--- config.mk ---
export PLATFORM = sky130hd
export DESIGN_NAME = regfile_writeback
export DESIGN_NICKNAME = d
export VERILOG_FILES = /design/src/rtl/regfile_writeback.sv
export SDC_FILE = /design/constraint.sdc
export NUM_CORES = 1
export LEC_CHECK = 0
export BUFFER_PORTS_ARGS = -buffer_cell sky130_fd_sc_hd__buf_4
export CAP_MARGIN = 0
export CORE_ASPECT_RATIO = 0.7
export CORE_MARGIN = 2
export CORE_UTILIZATION = 52
export CTS_BUF_LIST = sky130_fd_sc_hd__clkbuf_8 sky130_fd_sc_hd__clkbuf_16
export CTS_CLUSTER_SIZE = 20
export DETAILED_ROUTE_END_ITERATION = 7
export PLACE_DENSITY = 0.81
export SYNTH_ARGS = -nofsm -noshare
export SYNTH_HDL_FRONTEND = slang
export SYNTH_SLANG_ARGS = --single-unit
--- constraint.sdc ---
create_clock -name clk_i -period 5.5 [get_ports clk_i]
set_clock_uncertainty 0.05 [all_clocks]
set_input_delay 0.275 -clock clk_i [delete_from_list [all_inputs] [get_ports clk_i]]
set_output_delay 0.275 -clock clk_i [all_outputs]
set_load 0.005 [all_outputs]
--- src/rtl/regfile_writeback.sv ---
// Register-file write-back merger: port A (ALU) always wins the single write port, port B (load/multicycle)
// collisions park in a small FIFO whose entries are killed by younger A writes. Optional macro: WB_FWD_EN.
module regfile_writeback #(
    parameter int XLEN  = 32,
    parameter int DEPTH = 4
) (
    input  logic            clk_i,
    input  logic            resetn_i,
    input  logic            a_valid_i,
    input  logic [4:0]      a_rdId_i,
    input  logic [XLEN-1:0] a_data_i,
    input  logic            b_valid_i,
    output logic            b_ready_o,
    input  logic [4:0]      b_rdId_i,
    input  logic [XLEN-1:0] b_data_i,
`ifdef WB_FWD_EN
    input  logic [4:0]      fwd_rsId_i,
    output logic            fwd_hit_o,
    output logic [XLEN-1:0] fwd_data_o,
`endif
    output logic [4:0]      rdId_o,
    output logic [XLEN-1:0] rdData_o,
    output logic            busy_o
);
    localparam int PW = $clog2(DEPTH);
    localparam int CW = PW + 1;
    localparam logic [CW-1:0] FULL = CW'(DEPTH);

    logic [DEPTH-1:0] valid_q;
    logic [4:0]       id_q   [DEPTH];
    logic [XLEN-1:0]  data_q [DEPTH];
    logic [PW-1:0]    wptr_q, rptr_q;
    logic [CW-1:0]    count_q, count_d;
    logic [4:0]       rdId_q, rdId_d;
    logic [XLEN-1:0]  rdData_q, rdData_d;

    logic aWrite, bAccept, bLive, fifoEmpty, push, pop;

    assign b_ready_o = (count_q != FULL);
    assign fifoEmpty = (count_q == '0);
    assign rdId_o    = rdId_q;
    assign rdData_o  = rdData_q;
    assign busy_o    = !fifoEmpty || (rdId_q != 5'd0);

    // A B result aimed at the same register as a simultaneous A write is older and therefore dead on arrival.
    always_comb begin
        aWrite   = a_valid_i && (a_rdId_i != 5'd0);
        bAccept  = b_valid_i && b_ready_o;
        bLive    = bAccept && (b_rdId_i != 5'd0) && !(aWrite && (a_rdId_i == b_rdId_i));
        push     = 1'b0;
        pop      = 1'b0;
        rdId_d   = 5'd0;
        rdData_d = '0;
        if (aWrite) begin
            rdId_d   = a_rdId_i;
            rdData_d = a_data_i;
            push     = bLive;
        end else if (!fifoEmpty) begin
            pop  = 1'b1;
            push = bLive;
            if (valid_q[rptr_q]) begin
                rdId_d   = id_q[rptr_q];
                rdData_d = data_q[rptr_q];
            end
        end else if (bLive) begin
            rdId_d   = b_rdId_i;
            rdData_d = b_data_i;
        end
        count_d = count_q;
        if (push && !pop) begin
            count_d = count_q + CW'(1);
        end else if (pop && !push) begin
            count_d = count_q - CW'(1);
        end
    end

    always_ff @(posedge clk_i or negedge resetn_i) begin
        if (!resetn_i) begin
            rdId_q   <= 5'd0;
            rdData_q <= '0;
            valid_q  <= '0;
            wptr_q   <= '0;
            rptr_q   <= '0;
            count_q  <= '0;
            for (int i = 0; i < DEPTH; i++) begin
                id_q[i]   <= 5'd0;
                data_q[i] <= '0;
            end
        end else begin
            rdId_q   <= rdId_d;
            rdData_q <= rdData_d;
            count_q  <= count_d;
            // Killed entries keep their slot so FIFO order and occupancy stay simple.
            for (int i = 0; i < DEPTH; i++) begin
                if (aWrite && (id_q[i] == a_rdId_i)) begin
                    valid_q[i] <= 1'b0;
                end
            end
            if (pop) begin
                valid_q[rptr_q] <= 1'b0;
                rptr_q          <= rptr_q + PW'(1);
            end
            if (push) begin
                valid_q[wptr_q] <= 1'b1;
                id_q[wptr_q]    <= b_rdId_i;
                data_q[wptr_q]  <= b_data_i;
                wptr_q          <= wptr_q + PW'(1);
            end
        end
    end

`ifdef WB_FWD_EN
    logic [PW-1:0] fwdIdx;

    // Scan oldest to youngest so the last live match wins; the in-flight output overrides the FIFO.
    always_comb begin
        fwdIdx     = rptr_q;
        fwd_hit_o  = 1'b0;
        fwd_data_o = '0;
        if (fwd_rsId_i != 5'd0) begin
            for (int k = 0; k < DEPTH; k++) begin
                fwdIdx = rptr_q + PW'(k);
                if (valid_q[fwdIdx] && (id_q[fwdIdx] == fwd_rsId_i)) begin
                    fwd_hit_o  = 1'b1;
                    fwd_data_o = data_q[fwdIdx];
                end
            end
            if (rdId_q == fwd_rsId_i) begin
                fwd_hit_o  = 1'b1;
                fwd_data_o = rdData_q;
            end
        end
    end
`endif

endmodule

==> results_dict.tcl <==
set metrics [dict create \
    status "complete, but fails checks" \
    failed_checks "negative hold slack" \
    place_congestion 0.877 \
    post-route-drc-count 0 \
    hold_path.class "primary input to async pin" \
    io_buffers 116 \
    antennaDiodeCount 0 \
    syn_to_final_growth_pct 17.8 \
    total_power_mw 6.14 \
    fillers 1258 \
    h-tree-depth 4 \
    cts_hold_buffers 0 \
    final_common_cell "dfrtp_1" \
    grt_pass1_vias 6173 \
    worstPathRequired_ns 5.75 \
    synth_top_area_share_pct 54.3 \
    worstPathArrival_ns 3.36 \
    cts_max_path_buffers 2 \
    utilization_pct 62.3 \
    synth_seq_area_share_pct 54.3 \
    drtAntennaViolNets 0 \
    critPathMaxFanout 41 \
    grt_use_total_pct 22.7 \
    regArea_mm2 0.00491 \
    multi_input_area_mm2 0.00391 \
    post-route-period-util_pct 56.6 \
    async_reset_ff_share_pct 100 \
    yosysUniqueCellTypes 34 \
    ir_worst_vdd_mv 0.260 \
    post_cts_resized 0 \
    via_per_inst 5.88 \
    synth_edf_count 0 \
    clkTransAtPathRegs_ns 0.07 \
    routedWlPerCell_um 20.7 \
    max_freq_ghz 0.321 \
    dp_hpwl_mm 13.0 \
    nets 819 \
    p_per_area_mw_per_mm2 577 \
    die_y_um 114 \
    r2r_cells 4 \
    num_vias 5737 \
    numCtsBuffers 17 \
    fin_hold_ws_ns -0.0836 \
    power.leakage_nw 4.59 \
    cts-root-buf "clkbuf_16" \
    drive_above_1_share_pct 37.7 \
    yosys_warnings 0 \
    ios 117 \
    netlist_area_mm2 0.00903 \
    critPathKind "flop to flop" \
    slew_headroom_pct 24.2 \
    grt_pass1_wl_mm 32.2 \
    clk_latency_ns 0.43 \
    drt-initial-drc-count 462 \
    synthTopCellsByArea "dfrtp_1 (54%), mux2_1 (9.5%), mux4_2 (9.5%), mux2_2 (9.2%), a221oi_1 (3.6%)" \
    grt_max_degree 138 \
    rows 40 \
    dieArea_mm2 0.0184 \
    final_cell_mix "dfrtp_1 (194), buf_4 (123), nor2_1 (77)" \
    cap_violations 0 \
    startpoint_type "flop" \
    syn_avg_cell_area_um2 14.2 \
    synth.largest_area_cell "dfrtp_1" \
    reg2reg_from "rptr_q[1]$_DFFE_PN0N_" \
    ys_ff_latch 196 \
    initial_core_util_pct 52.9 \
    regToRegSetupSlack_ns 2.39 \
    rsz0062_at_grt "false" \
    clock_sinks 196 \
    grt-ovfl-total 0 \
    dr.pass1.iters 4 \
    drv_slew 0 \
    setup_violations 0 \
    endpoint_kind "flop" \
    tns_ns 0 \
    core_mm2 0.0171 \
    drt-total-wl_mm 20.2 \
    synth_fp_nets 724 \
    cts_tree "yes" \
    synth_cells 637 \
    rr_endpoint "rdData_o[30]$_DFF_PN0_" \
    hold_viol 35 \
    dominantRegCellSynth "dfrtp_1" \
    antenna_found_initial 0 \
    min_period_ns 3.11 \
    worstMarginPinSlew_ns 1.14 \
    post_cts_buffers 0 \
    dieWidth_um 161 \
]
synthesized netlist by cell type, types with 8 or more instances:
library cell	n
nand2_1	8
xnor2_1	16
a221oi_1	37
buf_6	8
xor2_1	13
mux2_1	76
mux2_2	74
mux4_2	38
ha_1	8
clkbuf_1	16
nor2_1	77
dfrtp_1	196
buf_2	19
nand3_1	10
area by class of cell:
class / count / area share (%)
multi-input combinational: 388 / 36.8
clock buffer: 18 / 4.13
timing repair buffer: 124 / 8.81
sequential: 196 / 46.1
tap: 231 / 2.72
inverter: 5 / 0.176
clock inverter: 14 / 1.29
registers in the layout, indices dropped and copies added (netlist names):
signal and cells:
rdData_o 32, rdId_o 5, rptr_q 2, wptr_q 2, valid_q 4, data_q 128
id_q 20, count_q 3
report_power, final:
group	switching (mW)	internal [mW]
combinational	0.958	1.32
sequential	0.493	2.16
clock	0.538	0.677
critical path, stage by stage, from the launching register on:
cell and delay (ns):
dfrtp_2 1.12, mux4_2 0.62, and2_2 0.51, a221oi_1 0.59, nor2_1 0.08
layer usage:
metal / vias up / wire length (um) / track usage, %
met4: 0 / 182 / 6.61
met2: 187 / 9780 / 37.7
li1: 2527 / - / -
met1: 3004 / 9000 / 30.0
met5: - / 0 / 0
met3: 19 / 1200 / 6.05
logic make-up (layout without fill, tap and decap cells):
| logic type | after synthesis | count (layout) | synth area share, % |
|---|---|---|---|
| flops | 196 | 196 | 54.3 |
| mux | 188 | 188 | 28.2 |
| buf+inv | 53 | 161 | 3.17 |
| xor+xnor | 29 | 29 | 2.81 |
| compound gates | 48 | 48 | 4.73 |
| fa+ha+maj | 9 | 9 | 1.33 |
| simple gates | 114 | 114 | 5.45 |
worst max path at each step:
| stage | to | start | depth (start not counted) | slack, ns |
|---|---|---|---|---|
| 6_report | rdData_o[30]$_DFF_PN0_ | rptr_q[1]$_DFFE_PN0N_ | 4 | 2.39 |
| 3_3_place_gp | data_q[93]$_DFFE_PN0P_ | a_rdId_i[0] | 7 | 2.08 |
| 2_1_floorplan | count_q[2]$_DFFE_PN0P_ | a_rdId_i[0] | 10 | 2.91 |
| 5_1_grt | rdData_o[30]$_DFF_PN0_ | rptr_q[1]$_DFFE_PN0N_ | 4 | 2.26 |
| 3_5_place_dp | data_q[88]$_DFFE_PN0P_ | a_rdId_i[0] | 7 | 2.02 |
| 4_1_cts | rdData_o[30]$_DFF_PN0_ | rptr_q[1]$_DFFE_PN0N_ | 4 | 2.44 |
per-stage QoR:
stage	cells	setup WS, ns	cell area (um^2)
after CTS	976	2.44	10600
after global routing	976	2.26	10600
after floorplan	637	2.91	9030
final	976	2.39	10600
after detailed placement	944	2.02	10100
after global placement	944	2.08	10100
Power figures use the tool's default switching activity.
